**src/rtl/game_phase_sequencer_if.sv**
```systemverilog
// Handshake bundle between the phase sequencer and the game-logic helper blocks.
// The sequencer raises one en_* at a time; each helper answers on its fin_* line.
interface game_phase_sequencer_if #(
  parameter int SCORE_W = 8
);
  logic               en_wall;
  logic               fin_wall;
  logic               collided;
  logic               en_player;
  logic               fin_player;
  logic               en_ghost;
  logic               fin_ghost;
  logic               en_gcoll;
  logic               fin_gcoll;
  logic               ghost_hit;
  logic               en_food;
  logic               fin_food;
  logic [SCORE_W-1:0] score;

  modport master (
    output en_wall, en_player, en_ghost, en_gcoll, en_food,
    input  fin_wall, collided, fin_player, fin_ghost, fin_gcoll, ghost_hit, fin_food, score
  );

  modport slave (
    input  en_wall, en_player, en_ghost, en_gcoll, en_food,
    output fin_wall, collided, fin_player, fin_ghost, fin_gcoll, ghost_hit, fin_food, score
  );
endinterface

```
**src/rtl/game_phase_sequencer.sv**
```systemverilog
// Per-tick scheduler: walks wall check, player move, ghost move, ghost collision and
// food in turn, latches win/lose, guards every phase with a watchdog and buffers one
// early tick so back-to-back steps run without a gap.
module game_phase_sequencer #(
  parameter int TIMEOUT_CYCLES = 255,
  parameter int TW             = 8,
  parameter int WON_SCORE      = 188,
  parameter int SCORE_W        = 8
) (
  input  logic                    clock,
  input  logic                    resetn,
  input  logic                    tick,
  input  logic                    run,
  game_phase_sequencer_if.master  bus,
  output logic [2:0]              phase,
  output logic                    busy,
  output logic                    step_done,
  output logic [15:0]             step_count,
  output logic                    game_over,
  output logic                    you_won,
  output logic                    timeout_err,
  output logic                    tick_overrun
);

  typedef enum logic [2:0] {
    S_IDLE   = 3'd0,
    S_WALL   = 3'd1,
    S_PLAYER = 3'd2,
    S_GHOST  = 3'd3,
    S_GCOLL  = 3'd4,
    S_FOOD   = 3'd5,
    S_CHECK  = 3'd6,
    S_HALT   = 3'd7
  } state_e;

  state_e        state_q, state_d;
  logic [TW-1:0] wd_q, wd_d;
  logic          pending_q, pending_d;
  logic [15:0]   count_q, count_d;
  logic          over_q, over_d;
  logic          won_q, won_d;
  logic          tmo_q, tmo_d;
  logic          ovr_q, ovr_d;

  logic fin_s, in_phase_s, fin_ok_s, timeout_s, exit_s;
  logic collided_s, hit_s, win_s, done_s;

  // Decode the active phase's finish line; the first phase cycle ignores fin because
  // helpers may still hold a finished flag from their previous run.
  always_comb begin
    fin_s      = 1'b0;
    in_phase_s = 1'b1;
    case (state_q)
      S_WALL:   fin_s = bus.fin_wall;
      S_PLAYER: fin_s = bus.fin_player;
      S_GHOST:  fin_s = bus.fin_ghost;
      S_GCOLL:  fin_s = bus.fin_gcoll;
      S_FOOD:   fin_s = bus.fin_food;
      default:  in_phase_s = 1'b0;
    endcase
    fin_ok_s   = in_phase_s && fin_s && (wd_q != {TW{1'b0}});
    timeout_s  = in_phase_s && !fin_ok_s && (wd_q == TW'(TIMEOUT_CYCLES - 1));
    exit_s     = fin_ok_s || timeout_s;
    // A watchdog exit reports "no collision / no hit".
    collided_s = fin_ok_s && bus.collided;
    hit_s      = fin_ok_s && bus.ghost_hit;
    win_s      = (bus.score >= SCORE_W'(WON_SCORE));
    done_s     = (state_q == S_CHECK) && !win_s;
  end

  // State and watchdog registers.
  always_ff @(posedge clock or negedge resetn) begin
    if (!resetn) begin
      state_q <= S_IDLE;
      wd_q    <= {TW{1'b0}};
    end else begin
      state_q <= state_d;
      wd_q    <= wd_d;
    end
  end

  // Next-state logic; the watchdog restarts at every phase entry.
  always_comb begin
    state_d = state_q;
    case (state_q)
      S_IDLE:   if (run && (tick || pending_q)) state_d = S_WALL; else state_d = S_IDLE;
      S_WALL:   if (exit_s) state_d = collided_s ? S_GHOST : S_PLAYER; else state_d = S_WALL;
      S_PLAYER: if (exit_s) state_d = S_GHOST; else state_d = S_PLAYER;
      S_GHOST:  if (exit_s) state_d = S_GCOLL; else state_d = S_GHOST;
      S_GCOLL:  if (exit_s) state_d = hit_s ? S_HALT : S_FOOD; else state_d = S_GCOLL;
      S_FOOD:   if (exit_s) state_d = S_CHECK; else state_d = S_FOOD;
      S_CHECK:  state_d = win_s ? S_HALT : S_IDLE;
      S_HALT:   state_d = S_HALT;
      default:  state_d = S_IDLE;
    endcase
    if (in_phase_s && (state_d == state_q)) begin
      wd_d = wd_q + TW'(1);
    end else begin
      wd_d = {TW{1'b0}};
    end
  end

  // Pending tick slot, step counter and sticky status flags.
  always_comb begin
    pending_d = pending_q;
    count_d   = count_q;
    over_d    = over_q || ((state_q == S_GCOLL) && hit_s);
    won_d     = won_q || ((state_q == S_CHECK) && win_s);
    tmo_d     = tmo_q || timeout_s;
    ovr_d     = ovr_q;
    if (state_q == S_HALT) begin
      pending_d = 1'b0;
    end else if (state_q == S_IDLE) begin
      // With run high the slot is consumed (or stays empty); with run low ticks are ignored.
      pending_d = run ? 1'b0 : pending_q;
    end else if (tick) begin
      if (pending_q) begin
        ovr_d = 1'b1;
      end else begin
        pending_d = 1'b1;
      end
    end else begin
      pending_d = pending_q;
    end
    if (done_s) begin
      count_d = count_q + 16'd1;
    end else begin
      count_d = count_q;
    end
  end

  // Status registers.
  always_ff @(posedge clock or negedge resetn) begin
    if (!resetn) begin
      pending_q <= 1'b0;
      count_q   <= 16'd0;
      over_q    <= 1'b0;
      won_q     <= 1'b0;
      tmo_q     <= 1'b0;
      ovr_q     <= 1'b0;
    end else begin
      pending_q <= pending_d;
      count_q   <= count_d;
      over_q    <= over_d;
      won_q     <= won_d;
      tmo_q     <= tmo_d;
      ovr_q     <= ovr_d;
    end
  end

  // Moore outputs decoded from the state register: one-hot enables and busy.
  always_comb begin
    bus.en_wall   = (state_q == S_WALL);
    bus.en_player = (state_q == S_PLAYER);
    bus.en_ghost  = (state_q == S_GHOST);
    bus.en_gcoll  = (state_q == S_GCOLL);
    bus.en_food   = (state_q == S_FOOD);
    busy          = (state_q != S_IDLE) && (state_q != S_HALT);
    phase         = state_q;
    step_done     = done_s;
    step_count    = count_q;
    game_over     = over_q;
    you_won       = won_q;
    timeout_err   = tmo_q;
    tick_overrun  = ovr_q;
  end

endmodule

```
**src/flat_wrapper.sv**
```systemverilog
// flat-port wrapper written by rule: the top's interface ports become plain ports
module game_phase_sequencer_flat 
#(
  parameter int TIMEOUT_CYCLES = 255,
  parameter int TW             = 8,
  parameter int WON_SCORE      = 188,
  parameter int SCORE_W        = 8
)
  (clock, resetn, tick, run, phase, busy, step_done, step_count, game_over, you_won, timeout_err, tick_overrun, bus_en_wall, bus_en_player, bus_en_ghost, bus_en_gcoll, bus_en_food, bus_fin_wall, bus_collided, bus_fin_player, bus_fin_ghost, bus_fin_gcoll, bus_ghost_hit, bus_fin_food, bus_score);
  game_phase_sequencer_if #(.SCORE_W(SCORE_W)) bus_i ();
  input  logic clock;
  input  logic resetn;
  input  logic tick;
  input  logic run;
  output logic [2:0] phase;
  output logic busy;
  output logic step_done;
  output logic [15:0] step_count;
  output logic game_over;
  output logic you_won;
  output logic timeout_err;
  output logic tick_overrun;
  output wire logic [$bits(bus_i.en_wall)-1:0] bus_en_wall;
  output wire logic [$bits(bus_i.en_player)-1:0] bus_en_player;
  output wire logic [$bits(bus_i.en_ghost)-1:0] bus_en_ghost;
  output wire logic [$bits(bus_i.en_gcoll)-1:0] bus_en_gcoll;
  output wire logic [$bits(bus_i.en_food)-1:0] bus_en_food;
  input wire logic [$bits(bus_i.fin_wall)-1:0] bus_fin_wall;
  input wire logic [$bits(bus_i.collided)-1:0] bus_collided;
  input wire logic [$bits(bus_i.fin_player)-1:0] bus_fin_player;
  input wire logic [$bits(bus_i.fin_ghost)-1:0] bus_fin_ghost;
  input wire logic [$bits(bus_i.fin_gcoll)-1:0] bus_fin_gcoll;
  input wire logic [$bits(bus_i.ghost_hit)-1:0] bus_ghost_hit;
  input wire logic [$bits(bus_i.fin_food)-1:0] bus_fin_food;
  input wire logic [$bits(bus_i.score)-1:0] bus_score;
  assign bus_en_wall = bus_i.en_wall;
  assign bus_en_player = bus_i.en_player;
  assign bus_en_ghost = bus_i.en_ghost;
  assign bus_en_gcoll = bus_i.en_gcoll;
  assign bus_en_food = bus_i.en_food;
  assign bus_i.fin_wall = bus_fin_wall;
  assign bus_i.collided = bus_collided;
  assign bus_i.fin_player = bus_fin_player;
  assign bus_i.fin_ghost = bus_fin_ghost;
  assign bus_i.fin_gcoll = bus_fin_gcoll;
  assign bus_i.ghost_hit = bus_ghost_hit;
  assign bus_i.fin_food = bus_fin_food;
  assign bus_i.score = bus_score;
  game_phase_sequencer #(.TIMEOUT_CYCLES(TIMEOUT_CYCLES), .TW(TW), .WON_SCORE(WON_SCORE), .SCORE_W(SCORE_W)) u_core (.clock(clock), .resetn(resetn), .tick(tick), .run(run), .bus(bus_i), .phase(phase), .busy(busy), .step_done(step_done), .step_count(step_count), .game_over(game_over), .you_won(you_won), .timeout_err(timeout_err), .tick_overrun(tick_overrun));
endmodule
```
**config.mk**
```make
export PLATFORM = sky130hd
export DESIGN_NAME = game_phase_sequencer_flat
export DESIGN_NICKNAME = d
export VERILOG_FILES = /design/src/rtl/game_phase_sequencer_if.sv /design/src/rtl/game_phase_sequencer.sv /design/src/flat_wrapper.sv
export SDC_FILE = /design/constraint.sdc
export NUM_CORES = 1
export LEC_CHECK = 0
export ABC_AREA = 1
export BUFFER_PORTS_ARGS = -buffer_cell sky130_fd_sc_hd__buf_2
export CAP_MARGIN = 5
export CORE_MARGIN = 3
export CORE_UTILIZATION = 53
export CTS_BUF_LIST = sky130_fd_sc_hd__clkbuf_8
export DETAILED_ROUTE_END_ITERATION = 10
export GPL_ROUTABILITY_DRIVEN = 1
export PLACE_DENSITY = 0.79
export SETUP_SLACK_MARGIN = 0.4
export SLEW_MARGIN = 5
export SYNTH_ARGS = -nofsm -noshare
export SYNTH_HDL_FRONTEND = slang
export SYNTH_SLANG_ARGS = --single-unit
```
**constraint.sdc**
```tcl
create_clock -name clock -period 1.68 [get_ports clock]
set_input_delay 0.084 -clock clock [delete_from_list [all_inputs] [get_ports clock]]
set_output_delay 0.084 -clock clock [all_outputs]
set_load 0.01 [all_outputs]
```
### Word level (Yosys, flattened, before mapping)

Index checks and enable logic that the tools add are counted.

| storage, ports and cells | value |
|---|---|
| logic and storage cells | 67 |
| bits in read-only memories | 0 |
| register bits | 32 |
| memories kept | 0 |
| latch bits | 0 |
| bits in writable memories | 0 |

| cells by class | value |
|---|---|
| divide/modulo/power cells | 0 |
| multiply operators | 0 |
| multiplexer cells | 17 |
| shift operators | 0 |
| equal/unequal tests | 11 |
| add/subtract/negate cells | 2 |
| bitwise operators | 2 |
| reductions and logical operators | 26 |
| order comparisons | 1 |

Operators by type and width:

| cell | number |
|---|---|
| 3-bit case mux with 8 select lines | 1 |
| 16-bit by 1-bit adder with 16-bit output (second input constant) | 1 |
| 3-bit equality test (second input constant) | 4 |
| 1-bit logical AND | 12 |
| 3-bit two-way mux | 4 |
| 8-bit by 1-bit adder with 8-bit output (second input constant) | 1 |
| 8-bit equality test (second input constant) | 1 |
| 8-bit >= comparator (second input constant) | 1 |
| 1-bit two-way mux | 8 |
| 8-bit two-way mux | 1 |
| 8-bit nonzero test | 1 |
| 3-bit by 2-bit equality test with 1-bit output (second input constant) | 2 |
| 3-bit nonzero test | 2 |
| 1-bit logical OR | 5 |
| 1-bit case mux with 5 select lines | 1 |
| 5-bit OR reduction | 1 |
| 2-bit two-way mux | 2 |
| 4-bit AND reduction | 1 |
| 3-bit by 1-bit equality test with 1-bit output (second input constant) | 1 |
| 3-bit equality test | 1 |
| 3-bit logical NOT | 1 |
| 3-bit by 2-bit != test with 1-bit output (second input constant) | 1 |
| 3-bit != test (second input constant) | 1 |
| 1-bit logical NOT | 2 |
| other kinds (2) | 3 |

### Depth between registers and ports, before layout

| depth | value |
|---|---|
| word-level depth | 14 |
| depth in mapped cells | 12 |
| mapped depth without buffers | 12 |

### Least setup slack after synthesis

Ideal clock, no wire load.

| timing | value |
|---|---|
| path kind | reg-to-reg |
| start point | register u_core.state_q[1] (netlist: u_core.phase[1]) |
| end point | register u_core.wd_q[2] |
| stages on the path, launching flop included | 13 |
| period minus slack after synthesis | 1.659 ns |
| required time | 1.560 ns |
| path buffers | 0 |
| slack | 0.021 ns |
| data arrival time | 1.539 ns |
| cell sequence | dfrtp_1 > inv_1 > nand2_1 > nor2_2 > nand2_1 > nand3_2 > nand2_2 > nand2_1 > nand3_1 > nand3_1 > nand3_2 > nand2_2 > nor2_1 |

| between the ends | value |
|---|---|
| word-level cells in the longest chain between the ends | 14 |
| elaborated cells between the ends (all ways) | 30 |

Ends and longest elaborated chain:

| element | line | source |
|---|---|---|
| start, declared | game_phase_sequencer.sv:36 | `state_e state_q, state_d;` |
| start signal, assigned | game_phase_sequencer.sv:77 | `state_q <= state_d;` |
| 3-bit by 1-bit equality test with 1-bit output * | - |  |
| via bus_en_wall | flat_wrapper.sv:23 | `output wire logic [$bits(bus_i.en_wall)-1:0] bus_en_wall;` |
| 5-bit OR reduction (no source line) | - |  |
| 1-bit two-way mux | game_phase_sequencer.sv:53 | `case (state_q)` |
| 1-bit logical AND (2 in series) | game_phase_sequencer.sv:61 | `fin_ok_s = in_phase_s && fin_s && (wd_q != {TW{1'b0}});` |
| 1-bit logical NOT | game_phase_sequencer.sv:62 | `timeout_s = in_phase_s && !fin_ok_s && (wd_q == TW'(TIMEOUT_CYCLES - 1));` |
| 1-bit logical AND (2 in series) | game_phase_sequencer.sv:62 |  |
| 1-bit logical OR | game_phase_sequencer.sv:63 | `exit_s = fin_ok_s \|\| timeout_s;` |
| 2-bit two-way mux, or another cell as far along | game_phase_sequencer.sv:91 | `S_FOOD: if (exit_s) state_d = S_CHECK; else state_d = S_FOOD;` |
| 3-bit case mux with 8 select lines | game_phase_sequencer.sv:85 | `case (state_q)` |
| 3-bit equality test | game_phase_sequencer.sv:96 | `if (in_phase_s && (state_d == state_q)) begin` |
| 1-bit logical AND * | game_phase_sequencer.sv:96 |  |
| 8-bit two-way mux * | game_phase_sequencer.sv:96 |  |
| via u_core.wd_d[2] | game_phase_sequencer.sv:37 | `logic [TW-1:0] wd_q, wd_d;` |
| end signal, assigned | game_phase_sequencer.sv:75 | `wd_q <= {TW{1'b0}};` |
| end signal, assigned | game_phase_sequencer.sv:78 | `wd_q <= wd_d;` |
| end, declared | game_phase_sequencer.sv:37 |  |

The timed path passes the listed nets; every way through them passes the cells marked *.
A chain may end at the register's enable or synchronous reset.

### Worst setup path after layout

| timing | value |
|---|---|
| start point | register u_core.state_q[0] (netlist: u_core.phase[0]) |
| end point | register u_core.wd_q[6] |

| between the ends | value |
|---|---|
| word-level cells in the longest chain between the ends | 14 |
| elaborated cells between the ends (all ways) | 30 |

Ends and longest elaborated chain:

| element | line |
|---|---|
| 3-bit by 1-bit equality test with 1-bit output, or another cell as far along | game_phase_sequencer.sv:53, game_phase_sequencer.sv:85 |
| 5-bit OR reduction (no source line) | - |
| 1-bit two-way mux | game_phase_sequencer.sv:53 |
| 1-bit logical AND (2 in series) | game_phase_sequencer.sv:61 |
| 1-bit logical NOT | game_phase_sequencer.sv:62 |
| 1-bit logical AND (2 in series) | game_phase_sequencer.sv:62 |
| 1-bit logical OR | game_phase_sequencer.sv:63 |
| 2-bit two-way mux, or another cell as far along | game_phase_sequencer.sv:91 |
| 3-bit case mux with 8 select lines * | game_phase_sequencer.sv:85 |
| via u_core.state_d[1] | game_phase_sequencer.sv:36 |
| 3-bit equality test * | game_phase_sequencer.sv:96 |
| 1-bit logical AND * | game_phase_sequencer.sv:96 |
| 8-bit two-way mux * | game_phase_sequencer.sv:96 |
| via u_core.wd_d[6] | game_phase_sequencer.sv:37 |

Marked as above.

==> flow_summary.toml <==
[detailed_routing]
dr.pass1.iters = 4
ant_nets = 0
wire_per_inst_um = 12.3
drtIter0Drc = 38
vias = 1549
vias_per_cell = 4.84
drc = 0
routed_wl_um = 3940

[power_and_ir_drop]
powerDensity_nw_per_um2 = 626
pwr-share-seq_pct = 50.3
leakagePower_nw = 1.29
p_int_w = 0.00122
p_sw_w = 0.000310
switching_share_pct = 20.2
finalPower_w = 0.00153
clockPowerShare_pct = 47.0
vdd_ir_drop_max_v = 0.000497
comb_power_share_pct = 2.7

[clocking]
ctsHtreeMaxLevel = 2
cts_made_buffers = 5
path_clk_slew_ns = 0.07
clock_latency_ns = 0.29
clk_path_buf_depth = 2
cts_tree = "done"
cts-root-buf = "clkbuf_8"
cts.sink_count = 32

[setup_path]
crit_path_cell_trace = "nand3_2 -> nor2_1 -> nor2_2 -> nand3_2 -> nand2_4 -> nand2_4 -> nand2_2 -> nand3_4 -> a21oi_4 -> nand2_4 -> nor2_1"
crit_top_cell = "nand2_4"
r2r-start = "u_core.phase[0]"
cp_top_family = "simple AND/OR/NAND/NOR gates"
regToRegSetupSlack_ns = 0.003
critPathMaxStageDelay_ns = 0.47
critPathLaunchType = "flop"
reg2reg_to = "u_core.wd_q[6]"
worst-path-buf-inv = 0
criticalPathCategory = "reg2reg"
worstPathRequired_ns = 1.89
end_kind = "flop"
crit_path_top_delay_cell = "dfrtp_2"
reg2reg_depth = 11
critical_path.max_fanout = 8
arrival_ns = 1.89

[status]
outcome = "finished, final reports clean"

[sta]
maxSlewHeadroom_pct = 53.2
worst_pin_slew_ns = 0.702
skew_ns = 0.00261
finalCritPeriodShare_pct = 99.8
final-hold-violation-count = 0
rsz0062_at_grt = "true"
fin_crit_ns = 1.68
finalSetupViolCount = 0
max_freq_ghz = 0.596
drv_slew = 0

[worst_hold_path]
hp-start = "tick"
hp-class = "in2reg"
hold_end = "u_core.tick_overrun"
min_path_cells = 2

[cells_and_area]
utilization_pct = 79.5
post_route_cells_drive_above_1_share_pct = 46.0
fin_nets = 298
diodes = 0
syn_to_final_growth_pct = 42.2

[place]
place_congestion = 0.840
dpl.hpwl_um = 2680
io_buffers = 46

[floorplanning]
die_h_um = 63.0
die_area_um2 = 3970
core_um2 = 3080
rows = 20
dieWidth_um = 63.0
io_pins = 49
start_util_pct = 55.9

[synthesis]
synth.avg_cell_area_um2 = 8.69
syn_nets = 221
synthArstFlopShare_pct = 100
synth_warnings = 0
synth.distinct_cells = 28
yosysSeqAreaShare_pct = 46.5
synthFlopType = "dfrtp_1"
synth_edf_count = 0
synthCells = 198
syn-cell-area_um2 = 1720
synth_seq_cells = 32

[grt]
grt_pass1_vias = 1520
antenna_found_initial = 0
grt_pass1_wl_um = 6730
grtUsageTotal_pct = 21.4
overflow = 0
grt_max_degree = 33

[run]
maxCapViolations = 0
cell families (layout without fill, tap and decap cells):
group                    count (synthesis)  count (layout)  share of synthesized area, %
buffers and inverters                   30             108                          6.62
AO/OA/AOI/OAI                            7               7                          2.91
AND/OR/NAND/NOR                        104             104                          30.3
adder cells (fa/ha/maj)                  4               4                          2.91
XOR/XNOR                                21              21                          10.7
flip-flops                              32              32                          46.5
area by class of cell:
cell class | count | area [µm²]
inverter | 30 | 116
timing repair buffer | 70 | 419
fill | 199 | 632
multi-input combinational | 136 | 941
sequential | 32 | 807
clock inverter | 3 | 38.8
tap | 44 | 55.1
clock buffer | 5 | 68.8
sequential cells by signal (all words and copies together), names as in the netlist:
register / count
u_core.phase: 3
u_core.wd_q: 8
u_core.pending_q: 1
u_core.you_won: 1
u_core.timeout_err: 1
u_core.step_count: 16
u_core.tick_overrun: 1
u_core.game_over: 1
how the worst max path moves through the flow:
stage                          startpoint              to  cells past startpoint
after global routing       u_core.wd_q[4]  u_core.wd_q[6]                      9
final                     u_core.phase[0]  u_core.wd_q[6]                     11
after global placement     u_core.wd_q[4]  u_core.wd_q[3]                      9
after CTS                  u_core.wd_q[4]  u_core.wd_q[6]                      9
after floorplan           u_core.phase[1]  u_core.wd_q[2]                     12
after detailed placement  u_core.phase[0]  u_core.wd_q[6]                     12
layer usage:
metal / global-route usage (%) / routed length, µm / vias up
met2: 34.3 / 1920 / 34
met4: 6.61 / 51 / 0
met3: 6.12 / 168 / 6
met1: 28.1 / 1800 / 722
met5: 0 / 0 / -
li1: - / - / 787
placed cells by master (no fill, tap or decap), types with 3 or more instances in the layout:
cell type,synthesis,final
nand2_4,0,4
buf_4,0,23
buf_2,0,45
inv_2,1,4
nor2_2,2,7
nand3_2,4,9
nand2_2,5,7
nor2_1,28,21
clkbuf_8,0,5
xor2_1,15,15
nand4_1,6,6
inv_1,28,25
nor3_2,1,3
dfrtp_1,32,27
xnor2_1,6,6
dfrtp_2,0,5
nand3_1,14,9
nand2_1,34,28
ha_1,4,4
power by group through the flow:
stage / Combinational (W) / Sequential, W / Clock [W]
2_1_floorplan: 0.00000623 / 0.000785 / 0
3_3_place_gp: 0.0000398 / 0.000785 / 0
3_5_place_dp: 0.0000405 / 0.000785 / 0
4_1_cts: 0.0000431 / 0.000770 / 0.000732
5_1_grt: 0.0000484 / 0.000770 / 0.000768
6_report: 0.0000417 / 0.000770 / 0.000719
cells in the mapped netlist, types with 2 or more instances:
cell type	count	area share [%]
xor2_1	15	7.6
nor2_2	2	0.73
dfrtp_1	32	47
inv_1	28	6.1
ha_1	4	2.9
nand3_4	2	2.0
nor2_1	28	6.1
nand2_1	34	7.4
nand3_2	4	2.3
xnor2_1	6	3.1
nand4_1	6	2.2
nand2_2	5	1.8
nand3_1	14	4.1
nor3_1	4	1.2
metrics by stage:
stage | instances | setup TNS (ns) | setup WS, ns | hold slack, ns | area [µm²]
finish | 320 | 0 | 0.00281 | 0.0633 | 2450
floorplan | 198 | 0 | 0.105 | -0.212 | 1760
global placement | 300 | 0 | 0.0403 | 0.174 | 2130
detailed placement | 300 | 0 | 0.0154 | 0.175 | 2130
global route | 320 | -0.833 | -0.133 | 0.0640 | 2450
CTS | 317 | 0 | 0.0350 | 0.0591 | 2380
timing repair:
item                                    CTS  global route
hold buffers                              1             0
setup buffers                             8             3
endpoints found under the setup margin   30            35
resized for setup                        21            11
pin swaps                                 6             2
hold endpoints to repair                 32             0
No activity file was read; power rests on OpenSTA's default activity.
